File: src/rtl/sccb_responder.sv
// SCCB/I2C target with a 256x8 register file; every accepted write byte is
// echoed on a one-clk strobe so configuration traffic can be observed.
`timescale 1ns/1ps
module sccb_responder #(
  parameter logic [6:0] DEV_ADDR   = 7'h21,
  parameter logic [7:0] RESET_FILL = 8'h00
) (
  input  logic       clk,
  input  logic       reset,
  input  logic       scl_in,
  input  logic       sda_in,
  output logic       sda_drive_low,
  output logic       reg_wr_strobe,
  output logic [7:0] reg_wr_addr,
  output logic [7:0] reg_wr_data,
  output logic       busy
);

  typedef enum logic [3:0] {
    ST_IDLE, ST_DEV_ADDR, ST_DEV_ACK, ST_REG_PTR, ST_PTR_ACK,
    ST_WDATA, ST_WDATA_ACK, ST_RDATA, ST_RDATA_ACK, ST_IGNORE
  } state_t;

  state_t     state_q, state_d;
  logic [2:0] sclSync_q, sdaSync_q;
  logic [2:0] bitCnt_q, bitCnt_d;
  logic [7:0] shift_q, shift_d;
  logic [7:0] ptr_q, ptr_d;
  logic [7:0] wrAddr_q, wrAddr_d;
  logic [7:0] wrData_q, wrData_d;
  logic       rw_q, rw_d;
  logic       sdaLow_q, sdaLow_d;
  logic       strobe_q, strobe_d;
  logic       busy_q, busy_d;
  logic       memWe;
  logic [7:0] mem_q [256];

  logic       scl, sclPrev, sda, sdaPrev;
  logic       sclRise, sclFall, startEv, stopEv, lastRise;
  logic [7:0] rxByte, ptrData;

  // Synchronisers idle high so reset release never fakes a bus edge.
  always_ff @(posedge clk or negedge reset) begin
    if (!reset) begin
      sclSync_q <= '1;
      sdaSync_q <= '1;
    end else begin
      sclSync_q <= {sclSync_q[1:0], scl_in};
      sdaSync_q <= {sdaSync_q[1:0], sda_in};
    end
  end

  assign scl      = sclSync_q[1];
  assign sclPrev  = sclSync_q[2];
  assign sda      = sdaSync_q[1];
  assign sdaPrev  = sdaSync_q[2];
  assign sclRise  = scl & ~sclPrev;
  assign sclFall  = ~scl & sclPrev;
  assign startEv  = scl & sclPrev & sdaPrev & ~sda;
  assign stopEv   = scl & sclPrev & ~sdaPrev & sda;
  assign lastRise = sclRise && (bitCnt_q == 3'd7);
  assign rxByte   = {shift_q[6:0], sda};
  assign ptrData  = mem_q[ptr_q];

  always_comb begin
    state_d  = state_q;
    bitCnt_d = bitCnt_q;
    shift_d  = shift_q;
    ptr_d    = ptr_q;
    wrAddr_d = wrAddr_q;
    wrData_d = wrData_q;
    rw_d     = rw_q;
    sdaLow_d = sdaLow_q;
    strobe_d = 1'b0;
    busy_d   = busy_q;
    memWe    = 1'b0;
    if (stopEv) begin
      state_d  = ST_IDLE;
      sdaLow_d = 1'b0;
      busy_d   = 1'b0;
    end else if (startEv) begin
      state_d  = ST_DEV_ADDR;
      bitCnt_d = 3'd0;
      sdaLow_d = 1'b0;
    end else begin
      case (state_q)
        ST_DEV_ADDR, ST_REG_PTR, ST_WDATA: begin
          if (sclRise) begin
            shift_d  = rxByte;
            bitCnt_d = bitCnt_q + 3'd1;
          end
          if (lastRise) begin
            if (state_q == ST_DEV_ADDR) begin
              if (rxByte[7:1] == DEV_ADDR) begin
                state_d = ST_DEV_ACK;
                rw_d    = rxByte[0];
                busy_d  = 1'b1;
              end else begin
                state_d = ST_IGNORE;
                busy_d  = 1'b0;
              end
            end else if (state_q == ST_REG_PTR) begin
              ptr_d   = rxByte;
              state_d = ST_PTR_ACK;
            end else begin
              memWe    = 1'b1;
              strobe_d = 1'b1;
              wrAddr_d = ptr_q;
              wrData_d = rxByte;
              ptr_d    = ptr_q + 8'd1;
              state_d  = ST_WDATA_ACK;
            end
          end
        end
        // First fall after bit 8 starts the ACK, the next one ends it.
        ST_DEV_ACK, ST_PTR_ACK, ST_WDATA_ACK: begin
          if (sclFall) begin
            if (!sdaLow_q) begin
              sdaLow_d = 1'b1;
            end else begin
              sdaLow_d = 1'b0;
              bitCnt_d = 3'd0;
              if (state_q == ST_DEV_ACK && rw_q) begin
                state_d  = ST_RDATA;
                shift_d  = ptrData;
                sdaLow_d = ~ptrData[7];
              end else if (state_q == ST_DEV_ACK) begin
                state_d = ST_REG_PTR;
              end else begin
                state_d = ST_WDATA;
              end
            end
          end
        end
        ST_RDATA: begin
          if (sclRise) begin
            bitCnt_d = bitCnt_q + 3'd1;
          end else if (sclFall) begin
            if (bitCnt_q == 3'd0) begin
              sdaLow_d = 1'b0;
              ptr_d    = ptr_q + 8'd1;
              state_d  = ST_RDATA_ACK;
            end else begin
              shift_d  = {shift_q[6:0], 1'b0};
              sdaLow_d = ~shift_q[6];
            end
          end
        end
        // bitCnt = 1 marks an initiator ACK still waiting for its SCL fall.
        ST_RDATA_ACK: begin
          if (sclRise) begin
            if (sda) state_d = ST_IGNORE;
            else     bitCnt_d = 3'd1;
          end else if (sclFall && bitCnt_q == 3'd1) begin
            state_d  = ST_RDATA;
            bitCnt_d = 3'd0;
            shift_d  = ptrData;
            sdaLow_d = ~ptrData[7];
          end
        end
        default: ;
      endcase
    end
  end

  always_ff @(posedge clk or negedge reset) begin
    if (!reset) begin
      state_q  <= ST_IDLE;
      bitCnt_q <= 3'd0;
      shift_q  <= 8'd0;
      ptr_q    <= 8'd0;
      wrAddr_q <= 8'd0;
      wrData_q <= 8'd0;
      rw_q     <= 1'b0;
      sdaLow_q <= 1'b0;
      strobe_q <= 1'b0;
      busy_q   <= 1'b0;
    end else begin
      state_q  <= state_d;
      bitCnt_q <= bitCnt_d;
      shift_q  <= shift_d;
      ptr_q    <= ptr_d;
      wrAddr_q <= wrAddr_d;
      wrData_q <= wrData_d;
      rw_q     <= rw_d;
      sdaLow_q <= sdaLow_d;
      strobe_q <= strobe_d;
      busy_q   <= busy_d;
    end
  end

  always_ff @(posedge clk or negedge reset) begin
    if (!reset) begin
      for (int i = 0; i < 256; i++) mem_q[i] <= RESET_FILL;
    end else if (memWe) begin
      mem_q[ptr_q] <= rxByte;
    end
  end

  assign sda_drive_low = sdaLow_q;
  assign reg_wr_strobe = strobe_q;
  assign reg_wr_addr   = wrAddr_q;
  assign reg_wr_data   = wrData_q;
  assign busy          = busy_q;

endmodule

File: config.mk
export PLATFORM = sky130hd
export DESIGN_NAME = sccb_responder
export DESIGN_NICKNAME = d
export VERILOG_FILES = /design/src/rtl/sccb_responder.sv
export SDC_FILE = /design/constraint.sdc
export NUM_CORES = 2
export LEC_CHECK = 0
export CORE_ASPECT_RATIO = 0.75
export CORE_UTILIZATION = 50
export DETAILED_ROUTE_END_ITERATION = 8
export PLACE_DENSITY = 0.63
export SLEW_MARGIN = 40
export SYNTH_ARGS = -nofsm -noshare
export SYNTH_HDL_FRONTEND = slang
export SYNTH_SLANG_ARGS = --single-unit
File: constraint.sdc
create_clock -name clk -period 4.1 [get_ports clk]
set_input_delay 0.82 -clock clk [delete_from_list [all_inputs] [get_ports clk]]
set_output_delay 0.82 -clock clk [all_outputs]
set_load 0.05 [all_outputs]
==> metrics.cfg <==
[sta]
setup_violations = 0
grt_setup_unrepaired = false
relSlewSlack = 0.323
fin_crit_sh = 0.883
worst_pin_slew_ps = 1010
finalSetupTns_ps = 0
fmax_ghz = 0.276
hold_viol_final = 0
drv_slew = 0
timing.final.crit_period_ps = 3620
finalClockSkew_ps = 62.5

[critical_path]
crit_buf_inv = 3
ff2ff_setup_slack_ps = 480
cpLargestDelayFamily = flip-flops
worstPathRequired_ps = 4830
cp_cell_sequence = buf_12, buf_4, mux4_2, mux2i_1, o22ai_1, a2111oi_0, buf_4, nand3_1, and4bb_1, a31oi_1
reg2regPathDepth = 10
cp_common_cell = buf_4
crit_path_max_incr_delay_ps = 930
r2r_start = ptr_q[1]$_DFFE_PN0P_
cp_max_fo = 27
endpoint_kind = flip-flop
reg2reg_to = shift_q[2]$_DFFE_PN0P_
crit_path_start_kind = flip-flop
arrival_ps = 4350
critPathKind = flip-flop to flip-flop
slowest_stage = dfrtp_4

[synth]
async_reset_ff_frac = 1.00
synth_area_leaders = dfrtp_1 (54%), mux2_2 (23%), mux4_2 (14%)
yosysWarnings = 0
synthTopCellsByCount = dfrtp_1 (2,090), mux2_2 (2,012), mux4_2 (587)
synth_cell_type_count = 79
yosys.area.top_type_share = 0.539
synth_top_family_by_area = multiplexers
syn_area_per_cell_um2 = 16.0
synth_most_common_cell = dfrtp_1
yosys.area.top_type = dfrtp_1
synth_area_um2 = 96900
synth_mux_area_frac = 0.384
syn_inst = 6043
synth_fa_ha_area_frac = 0.00103
synthSimpleGateAreaFrac = 0.0352
synth_fp_nets = 6055
synthXorXnorAreaFrac = 0.0000903
yosys_register_bits = 2096
synthFlopType = dfrtp_1
synth_edf_count = 0
ys_seq_area_frac = 0.541
synth-compound-area-share = 0.0150

[global_routing]
grt_usage = 0.284
grt_pass1_vias = 57300
antenna_found_initial = 13
grt_overflow_total = 0
grt_max_degree = 189
grt_pass1_wl_mm = 409

[clock_network]
clkTransAtPathRegs_ps = 70
cts_htree_levels = 4
cts-root-buf = clkbuf_16
cts.sinks = 2096
clk_path_buf_depth = 4
clkLatencyLatePin_ps = 870
cts_tree = yes
cts_setup_buffers = 0
cts_buffers = 212

[final_layout]
nNetsFinal = 6176
instances_no_fill = 8850
drive_above_1_share = 0.555
area_delta_synth_final_pct = 11.8

[die]
start_util = 0.505
ioPinCount = 23
rows = 139
fp.dieW_um = 510
die_h_um = 383
die-area_um2 = 196000
design.core.area_um2 = 192000

[worst_hold_path]
hold_depth = 0
hold_class = flip-flop to flip-flop
min_to = sdaSync_q[1]$_DFF_PN1_
worstHoldStart = sdaSync_q[0]$_DFF_PN1_

[place]
portBuffers = 22
hpwl_mm = 175
dp_cells = 8484
gp_congestion = 0.897

[power]
leakagePower_nw = 50.5
ir_worst_vdd_mv = 0.547
powerDensity_nw_per_um2 = 483

[drt]
drcViolationCount = 0
drtIter0Drc = 4432
vias = 55500
vias_per_cell = 6.27
routed_wl_mm = 270
drtPass1Iterations = 6
ant_nets = 0
avgRoutedWirePerCell_um = 30.5

[outcome]
status = completed

[run]
drv_cap = 0

==> through the flow <==
step           cell area [um^2]  hold WS, ps  total power [mW]  utilization  setup WS, ps
6_report                 108000          361              52.3        0.564           480
5_1_grt                  108000          347              54.2        0.564           301
4_1_cts                  108000          338              52.6        0.564           494
3_5_place_dp             102000          349              33.6        0.529           547
3_3_place_gp             102000          357              33.5        0.529           504
2_1_floorplan             96900          345              29.0            -          1250
==> metal layers <==
layer  vias up  routed length [um]  global-route usage  share of wire
met5         -                  49                   0        0.00018
met4         8                7890              0.0759          0.029
met3       421               21400              0.0756          0.079
met1     30500              126000               0.438           0.47
met2      1614              115000               0.395           0.43
li1      22900                   -                   -              -
==> power by group <==
part	switching, mW	internal, mW	leakage, nW	total, mW
Sequential	0.851	20.8	29.2	21.7
Combinational	7.93	3.75	18.0	11.7
Clock	8.14	10.8	3.27	19.0
==> how the worst max path moves through the flow <==
stage,end,startpoint,cells past startpoint,slack (ps)
2_1_floorplan,mem_q[1336]$_DFFE_PN0P_,ptr_q[0]$_DFFE_PN0P_,12,1250
3_3_place_gp,shift_q[2]$_DFFE_PN0P_,ptr_q[1]$_DFFE_PN0P_,10,500
3_5_place_dp,shift_q[2]$_DFFE_PN0P_,ptr_q[1]$_DFFE_PN0P_,10,550
4_1_cts,shift_q[2]$_DFFE_PN0P_,ptr_q[1]$_DFFE_PN0P_,10,490
5_1_grt,shift_q[2]$_DFFE_PN0P_,ptr_q[1]$_DFFE_PN0P_,10,300
6_report,shift_q[2]$_DFFE_PN0P_,ptr_q[1]$_DFFE_PN0P_,10,480
==> logic make-up (layout without fill, tap and decap cells) <==
family | after synthesis | in the layout
XOR/XNOR | 1 | 1
buffers and inverters | 476 | 744
AND/OR/NAND/NOR | 524 | 524
other | 0 | 1
flip-flops | 2096 | 2096
multiplexers | 2731 | 2731
AO/OA/AOI/OAI | 207 | 207
adder cells (fa/ha/maj) | 8 | 8
==> registers in the layout, indices dropped and copies added, names as in the netlist <==
register / cells
sdaSync_q: 3
bitCnt_q: 3
reg_wr_data: 8
shift_q: 7
sclSync_q: 3
busy: 1
state_q: 4
reg_wr_strobe: 1
ptr_q: 8
mem_q: 2048
reg_wr_addr: 8
rw_q: 1
sda_drive_low: 1
==> layout by cell type (no fill, tap or decap), drive strengths merged, types with 9 or more instances in the layout <==
master	count
a211oi	12
a21oi	38
a221oi	9
a22o	13
a22oi	32
a31oi	10
and2	16
buf	348
clkbuf	326
clkdlybuf4s50	21
clkinv	28
dfrtp	2090
inv	13
mux2	2068
mux2i	76
mux4	587
nand2	79
nand2b	12
nand3	37
nor2	295
nor2b	14
nor3	18
o21ai	31
==> worst register-to-register path: stages, from the launching register on <==
cell and delay [ps]:
dfrtp_4 930, buf_12 330, buf_4 220, mux4_2 310
mux2i_1 290, o22ai_1 170, a2111oi_0 500, buf_4 190
nand3_1 110, and4bb_1 330, a31oi_1 80
==> what timing repair did <==
| action | CTS | global route |
|---|---|---|
| endpoints found under the setup margin | 0 | 0 |
| endpoints found under the hold margin | 37 | 0 |
| gates resized for setup | 0 | 0 |
| hold buffers | 1 | 0 |
==> area by class of cell <==
class | instances | area [um^2]
tap | 2538 | 3180
inverter | 12 | 45.0
clock buffer | 325 | 6280
clock inverter | 36 | 348
timing repair buffer | 371 | 3630
sequential | 2096 | 52500
fill | 15200 | 83600
multi-input combinational | 3471 | 42400
antenna | 1 | 2.50
(Power assumes the default switching activity.)
